<file path="src/rtl/pulse_period_meter.sv">
// pulse_period_meter: measures i_clk cycles between consecutive rising edges of i_pulse
// and hands the result out over a valid/ready handshake, optionally re-arming.
module pulse_period_meter #(
   parameter int unsigned p_width    = 16,
   parameter bit          p_cont_def = 1'b0
) (
   input  logic               i_clk,
   input  logic               i_reset,
   input  logic               i_pulse,
   input  logic               i_start,
   input  logic               i_abort,
   input  logic               i_continuous,
   output logic               o_valid,
   input  logic               i_ready,
   output logic [p_width-1:0] o_period,
   output logic               o_overflow,
   output logic               o_busy
);
   typedef enum logic [1:0] {IDLE, ARMED, MEASURE, DONE} state_t;
   state_t             state_q, state_d;
   logic               pulse_q, pulse_d;
   logic               cont_q, cont_d;
   logic               valid_q, valid_d;
   logic               overflow_q, overflow_d;
   logic               busy_q, busy_d;
   logic [p_width-1:0] count_q, count_d;
   logic [p_width-1:0] period_q, period_d;
   logic               edge_det;
   assign edge_det = i_pulse & ~pulse_q;
   always_comb begin
      state_d    = state_q;
      pulse_d    = i_pulse;
      cont_d     = cont_q;
      valid_d    = valid_q;
      overflow_d = overflow_q;
      count_d    = count_q;
      period_d   = period_q;
      if (i_abort) begin
         state_d = IDLE;
         valid_d = 1'b0;
      end else begin
         unique case (state_q)
            IDLE: if (i_start) begin
               state_d    = ARMED;
               cont_d     = i_continuous;
               overflow_d = 1'b0;
            end
            ARMED: if (edge_det) begin
               state_d = MEASURE;
               count_d = p_width'(1);
            end
            MEASURE: begin
               if (edge_det || count_q == '1) begin
                  state_d    = DONE;
                  period_d   = count_q;
                  overflow_d = ~edge_det;
                  valid_d    = 1'b1;
               end else begin
                  count_d = count_q + 1'b1;
               end
            end
            DONE: if (valid_q && i_ready) begin
               // the edge seen in this cycle is deliberately not taken as a first edge
               state_d = cont_q ? ARMED : IDLE;
               valid_d = 1'b0;
            end
         endcase
      end
      busy_d = (state_d == ARMED) || (state_d == MEASURE);
   end
   always_ff @(posedge i_clk) begin
      if (i_reset) begin
         state_q    <= IDLE;
         pulse_q    <= 1'b0;
         cont_q     <= p_cont_def;
         valid_q    <= 1'b0;
         overflow_q <= 1'b0;
         busy_q     <= 1'b0;
         count_q    <= '0;
         period_q   <= '0;
      end else begin
         state_q    <= state_d;
         pulse_q    <= pulse_d;
         cont_q     <= cont_d;
         valid_q    <= valid_d;
         overflow_q <= overflow_d;
         busy_q     <= busy_d;
         count_q    <= count_d;
         period_q   <= period_d;
      end
   end
   assign o_valid    = valid_q;
   assign o_period   = period_q;
   assign o_overflow = overflow_q;
   assign o_busy     = busy_q;
endmodule

</file>
<file path="config.mk">
export PLATFORM = sky130hd
export DESIGN_NAME = pulse_period_meter
export DESIGN_NICKNAME = d
export VERILOG_FILES = /design/src/rtl/pulse_period_meter.sv
export SDC_FILE = /design/constraint.sdc
export NUM_CORES = 1
export LEC_CHECK = 0
export BUFFER_PORTS_ARGS = -buffer_cell sky130_fd_sc_hd__buf_2
export CORE_MARGIN = 4
export CORE_UTILIZATION = 59
export CTS_BUF_LIST = sky130_fd_sc_hd__clkbuf_4
export CTS_CLUSTER_DIAMETER = 60
export CTS_CLUSTER_SIZE = 30
export DETAILED_ROUTE_END_ITERATION = 7
export PLACE_DENSITY_LB_ADDON = 0.12
export SYNTH_ARGS = -nofsm -noshare
export SYNTH_HDL_FRONTEND = slang
export SYNTH_SLANG_ARGS = --single-unit
</file>
<file path="constraint.sdc">
create_clock -name i_clk -period 4.7 [get_ports i_clk]
set_clock_uncertainty 0.1 [all_clocks]
set_input_delay 0.235 -clock i_clk [delete_from_list [all_inputs] [get_ports i_clk]]
set_output_delay 0.235 -clock i_clk [all_outputs]
set_load 0.01 [all_outputs]
</file>
# Word-level counts from Yosys, hierarchy flattened
# Index checks and enable logic that the tools add are counted.
dict set report word_totals {
  ff_bits 39
  input_bits 7
  output_inout_bits 19
  word_cells 53
}
dict set report op_classes {
  addsub 1
  n_eq_ne 11
  n_mux 16
  n_bitwise 4
  n_reduce_logical 13
}
# cell n
set ops {}
lappend ops {{two-way mux 16 bit} 2}
lappend ops {{case mux 16 bit (2 select lines)} 1}
lappend ops {{adder 16 x 1 -> 16 bit, second input constant} 1}
lappend ops {{== test 16 bit, second input constant} 1}
lappend ops {{two-way mux 2 bit} 5}
lappend ops {{!= test 2 bit, second input constant} 5}
lappend ops {{AND reduction 3 bit} 3}
lappend ops {{case mux 2 bit (4 select lines)} 1}
lappend ops {{AND reduction 4 bit} 2}
lappend ops {{== test 2 bit, second input constant} 3}
lappend ops {{nonzero test 2 bit} 3}
lappend ops {{two-way mux 1 bit} 5}
lappend ops {{== test 2 x 1 -> 1 bit, second input constant} 2}
lappend ops {{case mux 1 bit (2 select lines)} 2}
lappend ops {{inverter 1 bit} 3}
lappend ops {{logical NOT 2 bit} 1}
lappend ops {{logical OR 1 bit} 2}
lappend ops {{OR reduction 2 bit} 1}
lappend ops {{bitwise AND 1 bit} 1}
lappend ops {{logical AND 1 bit} 1}

# Depth between registers and ports, before layout
dict set report depth {
  word_depth 8
  ltp_mapped 8
  ltp_nobuf 6
}

# Worst setup path before layout
# OpenSTA, ideal clock, no wires.
dict set report synth_timing {
  path_type {flip-flop to flip-flop}
  startpoint {reg count_q[0]}
  endpoint {reg count_q[13]}
  setup_time_ns 0.070
  t_arrival_ns 1.746
  t_required_ns 4.530
  path_slack_ns 2.784
  stages_incl_launch_ff 8
  n_path_buf 1
  period_less_slack_ns 1.916
  path_cell_list {dfxtp_1 ha_1 nand4_1 nor4_4 o211a_4 buf_6 or4_1 a21oi_1}
}
dict set report synth_between {
  elab_chain_cells 4
  word_cells_on_any_way 7
  classes_between {add/sub: 1; eq/ne: 2; mux: 2; reduce/logical: 2}
}
# item line_no
set synth_lines {}
lappend synth_lines {{from (decl)} 26} ;# logic [p_width-1:0] count_q, count_d;
lappend synth_lines {{from (signal assigned)} 88} ;# count_q <= count_d;
lappend synth_lines {{branches (longest 4 deep; another with adder 16 x 1 -> 16 bit)} --}
# Parallel ways; which one is timed is not known. The select of a mux whose other input is x is not followed.
# A chain may end at the register's enable or synchronous reset.

# Worst setup path in the final report
dict set report layout_timing {
  startpoint {reg state_q[1]}
  endpoint {reg count_q[0]}
}
dict set report layout_between {
  elab_chain_cells 3
  word_cells_on_any_way 7
  classes_between {eq/ne: 4; mux: 1; reduce/logical: 2}
}
# item line_no
set layout_lines {}
lappend layout_lines {{from (decl)} 20} ;# state_t state_q, state_d;
lappend layout_lines {{from (signal assigned)} 82} ;# state_q <= state_d;
lappend layout_lines {{== test 2 bit / == test 2 x 1 -> 1 bit (equally long branches)} 42} ;# unique case (state_q)
lappend layout_lines {{!= test 2 bit (no source line) / nonzero test 2 bit (equally long branches)} --}
lappend layout_lines {{AND reduction 4 bit (no source line)} --}
# Several ways; a longest one is shown, not always the timed one.

==> results.ini <==
[status]
outcome = finished clean

[logic_synthesis]
async_flop_share_pct = 0
ys_ff_latch = 39
syn_area_per_cell_sq_um = 9.01
syn_area_sq_um = 1880
synth-seq-area-share_pct = 41.5
yosys_warnings = 0
yosysUniqueCellTypes = 47
synth_nets = 217
synth-edff-count = 0
syn_inst = 209
synth-main-ff-cell = dfxtp_1

[floorplan]
core_sq_um = 3050
num_io_pins = 26
die_area_sq_um = 4160
die_w_um = 64.5
fp-row-count = 20
dieHeight_um = 64.5
initial_core_util_pct = 61.7

[clock_tree]
postCtsHoldBufs = 0
clk-insertion-delay-late_ns = 0.34
cts_buffers = 5
htreeDepth = 2
clockRootBuffer = clkbuf_4
clk_path_buf_depth = 2
cts.clk_slew.worst_paths_ns = 0.10
cts.sinks = 39
cts_tree = built
cts_resized = 0
cts_setup_buffers = 0

[drt]
drc_errors = 0
wl_per_cell_um = 14.7
drt_wl_total_um = 3990
first_pass_iters = 4
vias = 1653
viasPerCell = 6.08
drtAntennaViolNets = 0
initialDrtViolationCount = 76

[worst_setup_path]
max_stage_delay_ns = 0.72
cp-end-kind = flip-flop
required_ns = 4.84
reg2reg_from = state_q[1]
crit_fanout = 12
crit_family = compound AO/OA/AOI/OAI gates
path_class = flip-flop to flip-flop
cpMaxStageDelayCell = o211ai_1
crit_buf_inv = 0
crit_arrival_ns = 2.46
worstSetupStartpointType = flip-flop
path_cells = nor2b_4 > nand2b_1 > o211ai_1 > a21oi_1 > a311oi_1
crit_start = state_q[1]

[power]
ir_drop_mv = 0.166
p_comb_share_pct = 6.3
p_sw_mw = 0.127
pwr-share-seq_pct = 64.2
p_int_mw = 0.396
p_per_area_nw_per_um2 = 258
clockPowerShare_pct = 29.5
p_leak_nw = 0.847
switching_share_pct = 24.3

[timing]
timing.final.crit_share_pct = 49.2
max-slew-margin-rel_pct = 21.0
max_freq_mhz = 433
hold_viol = 0
finalSetupTns_ns = 0
holdWs_ns = 0.0205
worstMarginPinSlew_ns = 1.18
setup_viol = 0
period_needed_ns = 2.31
drv_slew = 0
grt_setup_unrepaired = false

[finish]
drive_above_1_share_pct = 18.9
fin_nets = 236
synthToLayoutAreaGrowth_pct = 7.38
diodes = 0

[placed_design]
dp_hpwl_um = 2750
io_buffers = 25
place_congestion = 0.851

[grt]
grt_use_total_pct = 21.3
grt.overflow.total = 0
antenna_found_initial = 0
grt_pass1_vias = 1557
grt_max_degree = 35
grt_pass1_wl_um = 6870

[min_path]
hold_class = primary input to flip-flop
worstHoldStart = i_continuous

[flow_run]
drv_cap = 0

## state kept, by name (all words and copies together), names as in the netlist
signal      cells
cont_q          1
count_q        16
o_busy          1
o_overflow      1
o_period       16
o_valid         1
pulse_q         1
state_q         2
## cell usage in the layout (no fill, tap or decap), types with 3 or more instances in the layout
cell type / netlist / layout
dfxtp_1: 39 / 39
a31oi_1: 3 / 3
mux2i_1: 17 / 17
a21oi_1: 20 / 20
nand4_1: 5 / 5
inv_1: 5 / 5
and2_1: 4 / 4
or4_1: 7 / 7
nor3_1: 6 / 6
o21ai_2: 3 / 3
buf_2: 3 / 25
nand2b_1: 4 / 4
clkbuf_4: 0 / 5
o31ai_1: 7 / 7
nand3_1: 7 / 7
nor2_1: 28 / 28
o21ai_0: 4 / 4
nand2_1: 7 / 7
## area by class of cell
| cell class | instances | area [sq um] |
|---|---|---|
| inverters | 5 | 18.8 |
| multi-input cells | 152 | 996 |
| clock buffers | 5 | 37.5 |
| flip-flops and latches | 39 | 781 |
| fillers | 277 | 1030 |
| clock inverters | 2 | 8.76 |
| well taps | 44 | 55.1 |
| repair buffers | 25 | 125 |
## per-stage QoR
stage / instance area [sq um] / setup WS [ns] / instances / util, % / total power, mW
CTS: 2020 / 2.37 / 272 / 66.2 / 0.529
floorplan: 1880 / 2.78 / 209 / - / 0.371
detailed placement: 1980 / 2.39 / 265 / 64.7 / 0.376
global placement: 1980 / 2.47 / 265 / 64.7 / 0.375
finish: 2020 / 2.39 / 272 / 66.2 / 0.523
global route: 2020 / 2.22 / 272 / 66.2 / 0.551
## worst min-delay path, delay by kind of cell
family                 cells  cell delay, ns
buffers and inverters      1            0.08
and+or+nand+nor            1            0.07
AOI/OAI and AO/OA          1            0.05
## power by group through the flow
stage,logic [mW],registers (mW),clock network [mW]
after floorplan,0.0291,0.342,0
after global placement,0.0319,0.343,0
after detailed placement,0.0326,0.343,0
after CTS,0.0328,0.336,0.161
after global routing,0.0364,0.336,0.179
final,0.0327,0.336,0.154
## cell families (layout without fill, tap and decap cells)
| logic type | after synthesis | after routing | share of synthesized area [%] |
|---|---|---|---|
| buffers and inverters | 18 | 37 | 5.65 |
| AND/OR/NAND/NOR | 83 | 83 | 24.9 |
| flip-flops | 39 | 39 | 41.5 |
| AO/OA/AOI/OAI | 51 | 51 | 18.3 |
| multiplexers | 17 | 17 | 9.04 |
| adder cells (fa/ha/maj) | 1 | 1 | 0.664 |
## cell usage after synthesis, types with 5 or more instances
master | instances | area, sq um
dfxtp_1 | 39 | 781
inv_1 | 5 | 18.8
nand2_1 | 7 | 26.3
nor3_1 | 6 | 30.0
o31ai_1 | 7 | 52.6
a21oi_1 | 20 | 100
nand3_1 | 7 | 35.0
nand4_1 | 5 | 31.3
or4_1 | 7 | 52.6
nor2_1 | 28 | 105
mux2i_1 | 17 | 170
clkbuf_1 | 5 | 18.8
## per-layer routing
layer | vias to the layer above | track usage [%] | wire, um | part of all wire (%)
met2 | 46 | 35.1 | 1990 | 50
met5 | - | 0 | 0 | 0
li1 | 803 | - | - | -
met4 | 0 | 7.92 | 61 | 1.5
met3 | 6 | 6.93 | 240 | 6.0
met1 | 798 | 25.9 | 1700 | 43
## final timing paths
kind | slack [ns] | to | cells past startpoint
worst min register to register | 0.37 | o_overflow | 2
worst max-delay path | 2.39 | count_q[0] | 5
worst min-delay path | 0.02 | cont_q | 3
worst max register to register | 2.39 | count_q[0] | 5
Power figures use the tool's default switching activity.
